**config.mk**
```make
export PLATFORM = sky130hd
export DESIGN_NAME = counter_seq_ctrl
export DESIGN_NICKNAME = d
export VERILOG_FILES = /design/src/rtl/counter_ctrl_pkg.sv /design/src/rtl/tick_prescaler.sv /design/src/rtl/counter_seq_ctrl.sv
export SDC_FILE = /design/constraint.sdc
export NUM_CORES = 1
export LEC_CHECK = 0
export BUFFER_PORTS_ARGS = -buffer_cell sky130_fd_sc_hd__buf_2
export CAP_MARGIN = 10
export CORE_MARGIN = 4
export CORE_UTILIZATION = 53
export DETAILED_ROUTE_END_ITERATION = 10
export GPL_TIMING_DRIVEN = 0
export PLACE_DENSITY_LB_ADDON = 0.1
export SYNTH_ARGS = -nofsm -noshare
export SYNTH_HDL_FRONTEND = slang
export SYNTH_SLANG_ARGS = --single-unit
```
**constraint.sdc**
```tcl
create_clock -name clk -period 2.85 [get_ports clk]
set_clock_uncertainty 0.2 [all_clocks]
set_input_delay 0.1425 -clock clk [delete_from_list [all_inputs] [get_ports clk]]
set_output_delay 0.1425 -clock clk [all_outputs]
set_load 0.005 [all_outputs]
```
**src/rtl/counter_ctrl_pkg.sv**
```systemverilog
// Shared types for the counter sequencer: FSM state encoding and run descriptor.
// Latency: n/a (types and default widths only).
// Backpressure: n/a.
package counter_ctrl_pkg;

  localparam int CTRL_WIDTH = 8;
  localparam int CTRL_DIV_W = 16;

  typedef enum logic [2:0] {
    IDLE   = 3'd0,
    LOAD   = 3'd1,
    RUN    = 3'd2,
    PAUSED = 3'd3,
    DONE   = 3'd4
  } state_e;

  // One run request at the default widths: preload value, terminal value,
  // prescaler divider and the auto-reload flag.
  typedef struct packed {
    logic [CTRL_WIDTH-1:0] start_val;
    logic [CTRL_WIDTH-1:0] end_val;
    logic [CTRL_DIV_W-1:0] div_val;
    logic                  reload;
  } run_desc_t;

endpackage

```
**src/rtl/tick_prescaler.sv**
```systemverilog
// Step-rate prescaler: counts 0..div and flags the terminal count as tick.
// Latency: tick is a pure compare on the registered count (same cycle).
// Backpressure: hold freezes the count in place; clear forces it to zero.
module tick_prescaler
  import counter_ctrl_pkg::*;
#(
  parameter int DIV_W = CTRL_DIV_W
) (
  input  logic             clk,
  input  logic             rst,
  input  logic             clear,
  input  logic             hold,
  input  logic [DIV_W-1:0] div,
  output logic             tick
);

  logic [DIV_W-1:0] cnt_q;
  logic [DIV_W-1:0] cnt_d;

  assign tick = (cnt_q == div);

  // Next count: clear wins over hold; a tick while counting wraps back to zero.
  always_comb begin
    cnt_d = cnt_q;
    if (clear) begin
      cnt_d = '0;
    end else if (!hold) begin
      if (tick) begin
        cnt_d = '0;
      end else begin
        cnt_d = cnt_q + DIV_W'(1);
      end
    end
  end

  // Count register, synchronous reset.
  always_ff @(posedge clk) begin
    if (rst) begin
      cnt_q <= '0;
    end else begin
      cnt_q <= cnt_d;
    end
  end

endmodule

```
**src/rtl/counter_seq_ctrl.sv**
```systemverilog
// Sequencer for a preloadable up-counter: accept a run descriptor, preload, step at a prescaled rate to end.
// Latency: accept at N -> LOAD at N+1 -> RUN at N+2; run = steps*(div+1)+3 cycles without pause.
// Backpressure: cfg_ready is high only in IDLE; pause freezes stepping and the prescaler.
module counter_seq_ctrl
  import counter_ctrl_pkg::*;
#(
  parameter int WIDTH = CTRL_WIDTH,
  parameter int DIV_W = CTRL_DIV_W
) (
  input  logic             clk,
  input  logic             rst,
  input  logic             cfg_valid,
  output logic             cfg_ready,
  input  logic [WIDTH-1:0] cfg_start,
  input  logic [WIDTH-1:0] cfg_end,
  input  logic [DIV_W-1:0] cfg_div,
  input  logic             cfg_reload,
  input  logic             pause,
  input  logic             abort,
  input  logic [WIDTH-1:0] cnt_q,
  output logic             cnt_load,
  output logic             cnt_en,
  output logic [WIDTH-1:0] cnt_v,
  output logic             busy,
  output logic             done
);

  // Descriptor at this instance's widths (the package type fixes the defaults).
  typedef struct packed {
    logic [WIDTH-1:0] start_val;
    logic [WIDTH-1:0] end_val;
    logic [DIV_W-1:0] div_val;
    logic             reload;
  } desc_t;

  state_e state_q;
  state_e state_d;
  desc_t  desc_q;
  desc_t  desc_d;

  logic presc_clear;
  logic presc_hold;
  logic presc_tick;
  logic end_hit;

  // The counter feedback is compared against the stored terminal value only,
  // so nothing on the cfg_* inputs can reach the cnt_* outputs combinationally.
  assign end_hit = (cnt_q == desc_q.end_val);

  // The preload value is always presented; the counter only takes it on cnt_load.
  assign cnt_v = desc_q.start_val;

  tick_prescaler #(
    .DIV_W (DIV_W)
  ) u_presc (
    .clk   (clk),
    .rst   (rst),
    .clear (presc_clear),
    .hold  (presc_hold),
    .div   (desc_q.div_val),
    .tick  (presc_tick)
  );

  // State and descriptor registers; reset drops any run in flight.
  always_ff @(posedge clk) begin
    if (rst) begin
      state_q <= IDLE;
      desc_q  <= '0;
    end else begin
      state_q <= state_d;
      desc_q  <= desc_d;
    end
  end

  // Next-state and output decode. Priority inside a run: abort, end reached, pause.
  always_comb begin
    state_d     = state_q;
    desc_d      = desc_q;
    cfg_ready   = 1'b0;
    cnt_load    = 1'b0;
    cnt_en      = 1'b0;
    done        = 1'b0;
    busy        = 1'b1;
    presc_clear = 1'b0;
    presc_hold  = 1'b1;

    case (state_q)
      IDLE: begin
        // abort has nothing to cancel here and is ignored.
        busy      = 1'b0;
        cfg_ready = 1'b1;
        if (cfg_valid) begin
          desc_d.start_val = cfg_start;
          desc_d.end_val   = cfg_end;
          desc_d.div_val   = cfg_div;
          desc_d.reload    = cfg_reload;
          state_d          = LOAD;
        end
      end

      LOAD: begin
        // Load and step are raised together; the counter gives load priority.
        // pause is not looked at until the first RUN cycle.
        if (abort) begin
          state_d = IDLE;
        end else begin
          cnt_load    = 1'b1;
          cnt_en      = 1'b1;
          presc_clear = 1'b1;
          state_d     = RUN;
        end
      end

      RUN: begin
        if (abort) begin
          state_d = IDLE;
        end else if (end_hit) begin
          state_d = DONE;
        end else if (pause) begin
          // Freeze right away so the held prescaler value is resumed exactly.
          state_d = PAUSED;
        end else begin
          presc_hold = 1'b0;
          cnt_en     = presc_tick;
        end
      end

      PAUSED: begin
        if (abort) begin
          state_d = IDLE;
        end else if (!pause) begin
          state_d = RUN;
        end
      end

      DONE: begin
        // An abort here swallows the completion pulse and any pending reload.
        if (abort) begin
          state_d = IDLE;
        end else begin
          done    = 1'b1;
          state_d = desc_q.reload ? LOAD : IDLE;
        end
      end

      default: begin
        state_d = IDLE;
      end
    endcase
  end

endmodule

```
Yosys cells after proc, flatten, opt, wreduce, memory -nomap -nowiden
Index checks and enable logic that the tools add are counted.
{ "op_classes": {"bitwise": 0, "mux": 24, "n_mul": 0, "n_lt_le_gt_ge": 0, "add_sub_neg": 1, "n_div": 0, "n_shift": 0, "eq_ne": 9, "n_reduce_logical": 4} }
{ "op_table": {"columns": ["operator", "n"], "rows": [
  ["3-bit two-way mux", 6],
  ["16-bit by 1-bit adder with 16-bit output (second input constant)", 1],
  ["16-bit == test", 1],
  ["16-bit two-way mux", 1],
  ["3-bit case mux with 5 select lines", 1],
  ["1-bit two-way mux", 14],
  ["8-bit == test", 1],
  ["3-bit by 2-bit == test with 1-bit output (second input constant)", 2],
  ["4-bit != test (second input constant)", 1],
  ["3-bit by 1-bit == test with 1-bit output (second input constant)", 1],
  ["3-bit == test (second input constant)", 1],
  ["3-bit zero test", 1],
  ["3-bit != test (second input constant)", 1],
  ["3-bit AND reduction", 1],
  ["2-bit two-way mux", 1],
  ["2-bit != test (second input constant)", 1],
  ["1-bit case mux with 2 select lines", 1],
  ["2-bit AND reduction", 1],
  ["2-bit OR reduction", 1]
]} }
{ "word_totals": {"ff_bits": 52, "output_inout_bits": 13, "input_bits": 46, "mem_bits_rw": 0, "mem_count": 0, "mem_bits_ro": 0, "latch_bits": 0} }

Longest topological paths before layout
{ "depth": {"ltp_word": 5, "depth_mapped": 7} }

By module
A second synthesis with hierarchy kept.
{ "hier_totals": {"hier_cells": 311, "hier_area_um2": 2573.7} }
{ "by_module_without_submodules": {"columns": ["mod", "area_per_inst_um2", "instances", "cells_each", "seq_area_each_um2"], "rows": [
  ["counter_seq_ctrl", 1541.5, 1, 192, 720.7],
  ["tick_prescaler", 1032.2, 1, 119, 320.3]
]} }

Least setup slack after synthesis
Ideal clock, no wire load.
{ "synth_path": {"kind": "reg2reg", "startpoint": "register state_q[2]", "endpoint": "register u_presc.cnt_q[15]", "path_slack_ns": 0.696, "period_less_slack_ns": 2.154, "arrival_ns": 1.839, "n_path_buf": 0, "path_stages_with_launch": 6, "path_cell_list": "dfxtp_1 -> or4b_4 -> or4_4 -> a2111oi_4 -> xnor2_1 -> nor2_2"} }
{ "synth_between": {"elab_chain_len": 3, "elab_cells_between_ends": 5, "classes_between": "eq/ne (2); mux (2); reduce/logical (1)"} }
{ "synth_rtl": {"columns": ["item", "line", "rtl"], "rows": [
  ["start, declared", "counter_seq_ctrl.sv:36", "state_e state_q;"],
  ["start signal, assigned", "counter_seq_ctrl.sv:70", "state_q <= state_d;"],
  ["3-bit by 1-bit == test with 1-bit output", "counter_seq_ctrl.sv:87", "case (state_q)"],
  ["1-bit two-way mux", "counter_seq_ctrl.sv:87", null],
  ["2-bit OR reduction (no source line)", null, null],
  ["end signal, assigned", "tick_prescaler.sv:41", "cnt_q <= cnt_d;"],
  ["end, declared", "tick_prescaler.sv:17", "logic [DIV_W-1:0] cnt_q;"]
]} }
Several ways; a longest one is shown, not always the timed one.
A chain may end at the register's enable or synchronous reset.

Worst setup path after layout
{ "layout_path": {"startpoint": "register u_presc.cnt_q[11]", "endpoint": "output port cnt_en"} }
{ "layout_between": {"elab_chain_len": 5} }
{ "layout_rtl": {"columns": ["item", "line", "rtl"], "rows": [
  ["16-bit == test", "tick_prescaler.sv:20", "assign tick = (cnt_q == div);"],
  ["1-bit two-way mux", "counter_seq_ctrl.sv:119", "end else if (pause) begin"],
  ["1-bit two-way mux", "counter_seq_ctrl.sv:117", "end else if (end_hit) begin"],
  ["1-bit two-way mux", "counter_seq_ctrl.sv:115", "if (abort) begin"],
  ["1-bit case mux with 2 select lines", "counter_seq_ctrl.sv:87", null],
  ["end, declared", "counter_seq_ctrl.sv:22", "output logic cnt_en,"]
]} }
No other way between the ends.

==> impl_metrics.yaml <==
detailed_routing:
  wl_per_cell_um: 13.6
  drt_pass1_iterations: 4
  vias: 2352
  drtAntennaViolNets: 0
  wl_mm: 6.11
  avgViaCountPerCell: 5.23
  drt_iter0_markers: 82
  drc: 0
synth:
  synth_compound_area_share_pct: 15.9
  synth_seq_cells: 52
  synthesis.area_um2: 2530
  synth_enable_flop_cells: 0
  yosysWarnings: 0
  synthCells: 300
  postSynth.asyncResetShare_pct: 0
  ys.flop_type: "dfxtp_1"
  synth_adder_area_share_pct: 0.494
  synth_cell_type_count: 41
  synth_sequential_area_ratio_pct: 41.1
  synth_top_area_share_pct: 41.1
  synth-simple-area-share_pct: 23.1
  synth.avg_cell_area_um2: 8.45
  synth_xor_area_share_pct: 13.1
  synth_mux_area_share_pct: 0
  synth_nets: 347
  synth_area_leaders: "dfxtp_1 (41%), xnor2_1 (12%), nand2_1 (11%)"
  synth_top_area_cell: "dfxtp_1"
  synth_top_family_by_area: "simple AND/OR/NAND/NOR gates"
finish:
  nNetsFinal: 445
  layout-drive-gt1-share_pct: 23.9
  fillers: 341
  area_delta_synth_final_pct: 32.3
  layout_commonest_cell: "nand2_1"
  utilization_pct: 74.5
  final_cell_mix: "nand2_1 (77), buf_2 (58), dfxtp_1 (52)"
  diodes: 0
worst_setup_path:
  slowest_delay_ns: 0.55
  crit_chain: "clkdlybuf4s50_2 -> xnor2_1 -> nand4_1 -> nor4_1 -> a31o_2 -> buf_2"
  worst-path-buf-inv: 2
  worstSetupPathType: "register to primary output"
  cp-start-kind: "register"
  rrSetupSlack_ns: 0.34
  crit_required_ns: 2.51
  crit_path_end_kind: "primary output"
  worstPathMaxFanout: 6
  cp_top_family: "buffers and inverters"
  arrival_ns: 2.26
  cp_slowest_cell: "clkdlybuf4s50_2"
die:
  row_count: 24
  dieArea_um2: 5950
  chipHeight_um: 77.2
  coreArea_um2: 4500
  floorplan.initialDensity_pct: 56.3
  die_w_um: 77.2
  num_io_pins: 59
clock_network:
  cts_setup_buffers: 0
  clock_latency_ns: 0.31
  numCtsBuffers: 5
  cts-root-buf: "clkbuf_8"
  clock_path_buffers: 2
  clock-sinks: 52
  clk_pin_slew_worst_paths_ns: 0.09
  tritoncts: "yes"
  htree_levels: 2
  cts_resized: 0
  ctsHoldBuffers: 34
global_routing:
  grt_max_degree: 16
  grt_busiest_layer: "met2"
  gr-usage-met1_pct: 26.6
  grt_first_pass_wirelength_mm: 10.6
  global_route.usage.met2_pct: 37.9
  antenna_found_initial: 0
  gr-total-overflow: 0
  grt_use_total_pct: 21.6
  use_met3_pct: 4.33
  grt_pass1_vias: 2314
sta:
  period_needed_ns: 2.60
  rsz0062_at_grt: "no"
  fin_hold_ws_ns: 0.0137
  finalSetupViolations: 0
  worst_pin_slew_ns: 0.507
  slew-limit-headroom_pct: 65.8
  fin_ws_ns: 0.252
  setup_tns_ns: 0
  slew_viol_final: 0
  hold_viol: 0
  max_freq_mhz: 385
  finalCritPeriodShare_pct: 91.2
placement:
  io_buffers: 57
  place_ws_ns: 0.407
  routabilityCongestion: 0.814
  detailed_place_hpwl_mm: 4.28
hold_path:
  hp-class: "input port to register"
power_and_ir_drop:
  total_leakage_power_nw: 1.29
  irDropWorstVdd_uv: 378
  p_per_area_nw_per_um2: 485
run_status:
  status: "complete, no violations"
job:
  max_cap_viol_count: 0
==> layout make-up <==
type / instances / area (um^2) / share of cell area (%)
Buffer: 23 / 140 / 4.18
Clock buffer: 5 / 68.8 / 2.05
Clock inverter: 2 / 60.1 / 1.79
Inverter: 5 / 18.8 / 0.559
Multi-Input combinational cell: 220 / 1340 / 39.8
Sequential cell: 52 / 1040 / 31.0
Tap cell: 52 / 65.1 / 1.94
Timing Repair Buffer: 91 / 626 / 18.6
==> kinds of logic (layout without fill, tap and decap cells) <==
| group | after synthesis | in the layout |
|---|---|---|
| flip-flops | 52 | 52 |
| AO/OA/AOI/OAI | 57 | 57 |
| adder cells (fa/ha/maj) | 1 | 1 |
| buffers and inverters | 28 | 126 |
| AND/OR/NAND/NOR | 124 | 124 |
| XOR/XNOR | 38 | 38 |
==> synth_stat cells (2+ instances only) <==
cell type and count:
buf_4 10, xor2_1 2, a2111oi_1 2, nand4_1 7
nand2_1 77, and4_1 2, xnor2_1 36, a2111oi_4 2
nor2_1 16, nor2_2 2, nand3_1 9, dfxtp_1 52
or4b_4 2, clkbuf_1 9, a211oi_2 3, a21oi_1 39
a211oi_1 2, inv_1 5
==> worst reg2reg max path, cell delays in order (launching register included) <==
cell and delay (ns):
dfxtp_1 0.31, clkdlybuf4s50_2 0.55, xnor2_1 0.27, nand4_1 0.14, nor4_1 0.36, a311o_2 0.34, buf_6 0.18, nor2_1 0.06
==> report_power, final <==
group	switching, W	total (W)	internal (W)
registers	0.0000233	0.000784	0.000761
logic	0.000128	0.000257	0.000129
clock network	0.000239	0.000585	0.000346
==> registers in the layout, indices dropped and copies added (netlist names) <==
register	flops
desc_q	25
u_presc.cnt_q	16
cnt_v	8
state_q	3
==> metrics by stage <==
stage | area, um^2 | cells | total power [W]
after floorplan | 2530 | 300 | 0.000938
after global placement | 2890 | 409 | 0.00102
after detailed placement | 2890 | 409 | 0.00102
after CTS | 3350 | 450 | 0.00163
after global routing | 3350 | 450 | 0.00170
final | 3350 | 450 | 0.00163
==> path summary, 6_finish.rpt <==
kind | startpoint | end | cells past startpoint
worst max-delay path | u_presc.cnt_q[11]$_SDFFE_PP0N_ | cnt_en | 6
worst min register to register | cnt_v[0]$_SDFFE_PP0P_ | cnt_v[0]$_SDFFE_PP0P_ | 2
worst min-delay path | cfg_valid | state_q[0]$_SDFFE_PP0P_ | 5
worst max register to register | u_presc.cnt_q[11]$_SDFFE_PP0N_ | u_presc.cnt_q[0]$_SDFFE_PP0N_ | 7
==> metal layers <==
metal	wire, um	up-vias
met5	0	-
met4	114	0
met3	318	13
met2	2940	64
met1	2730	1076
li1	-	1199
Note: power is estimated with default switching activity, not from simulation.
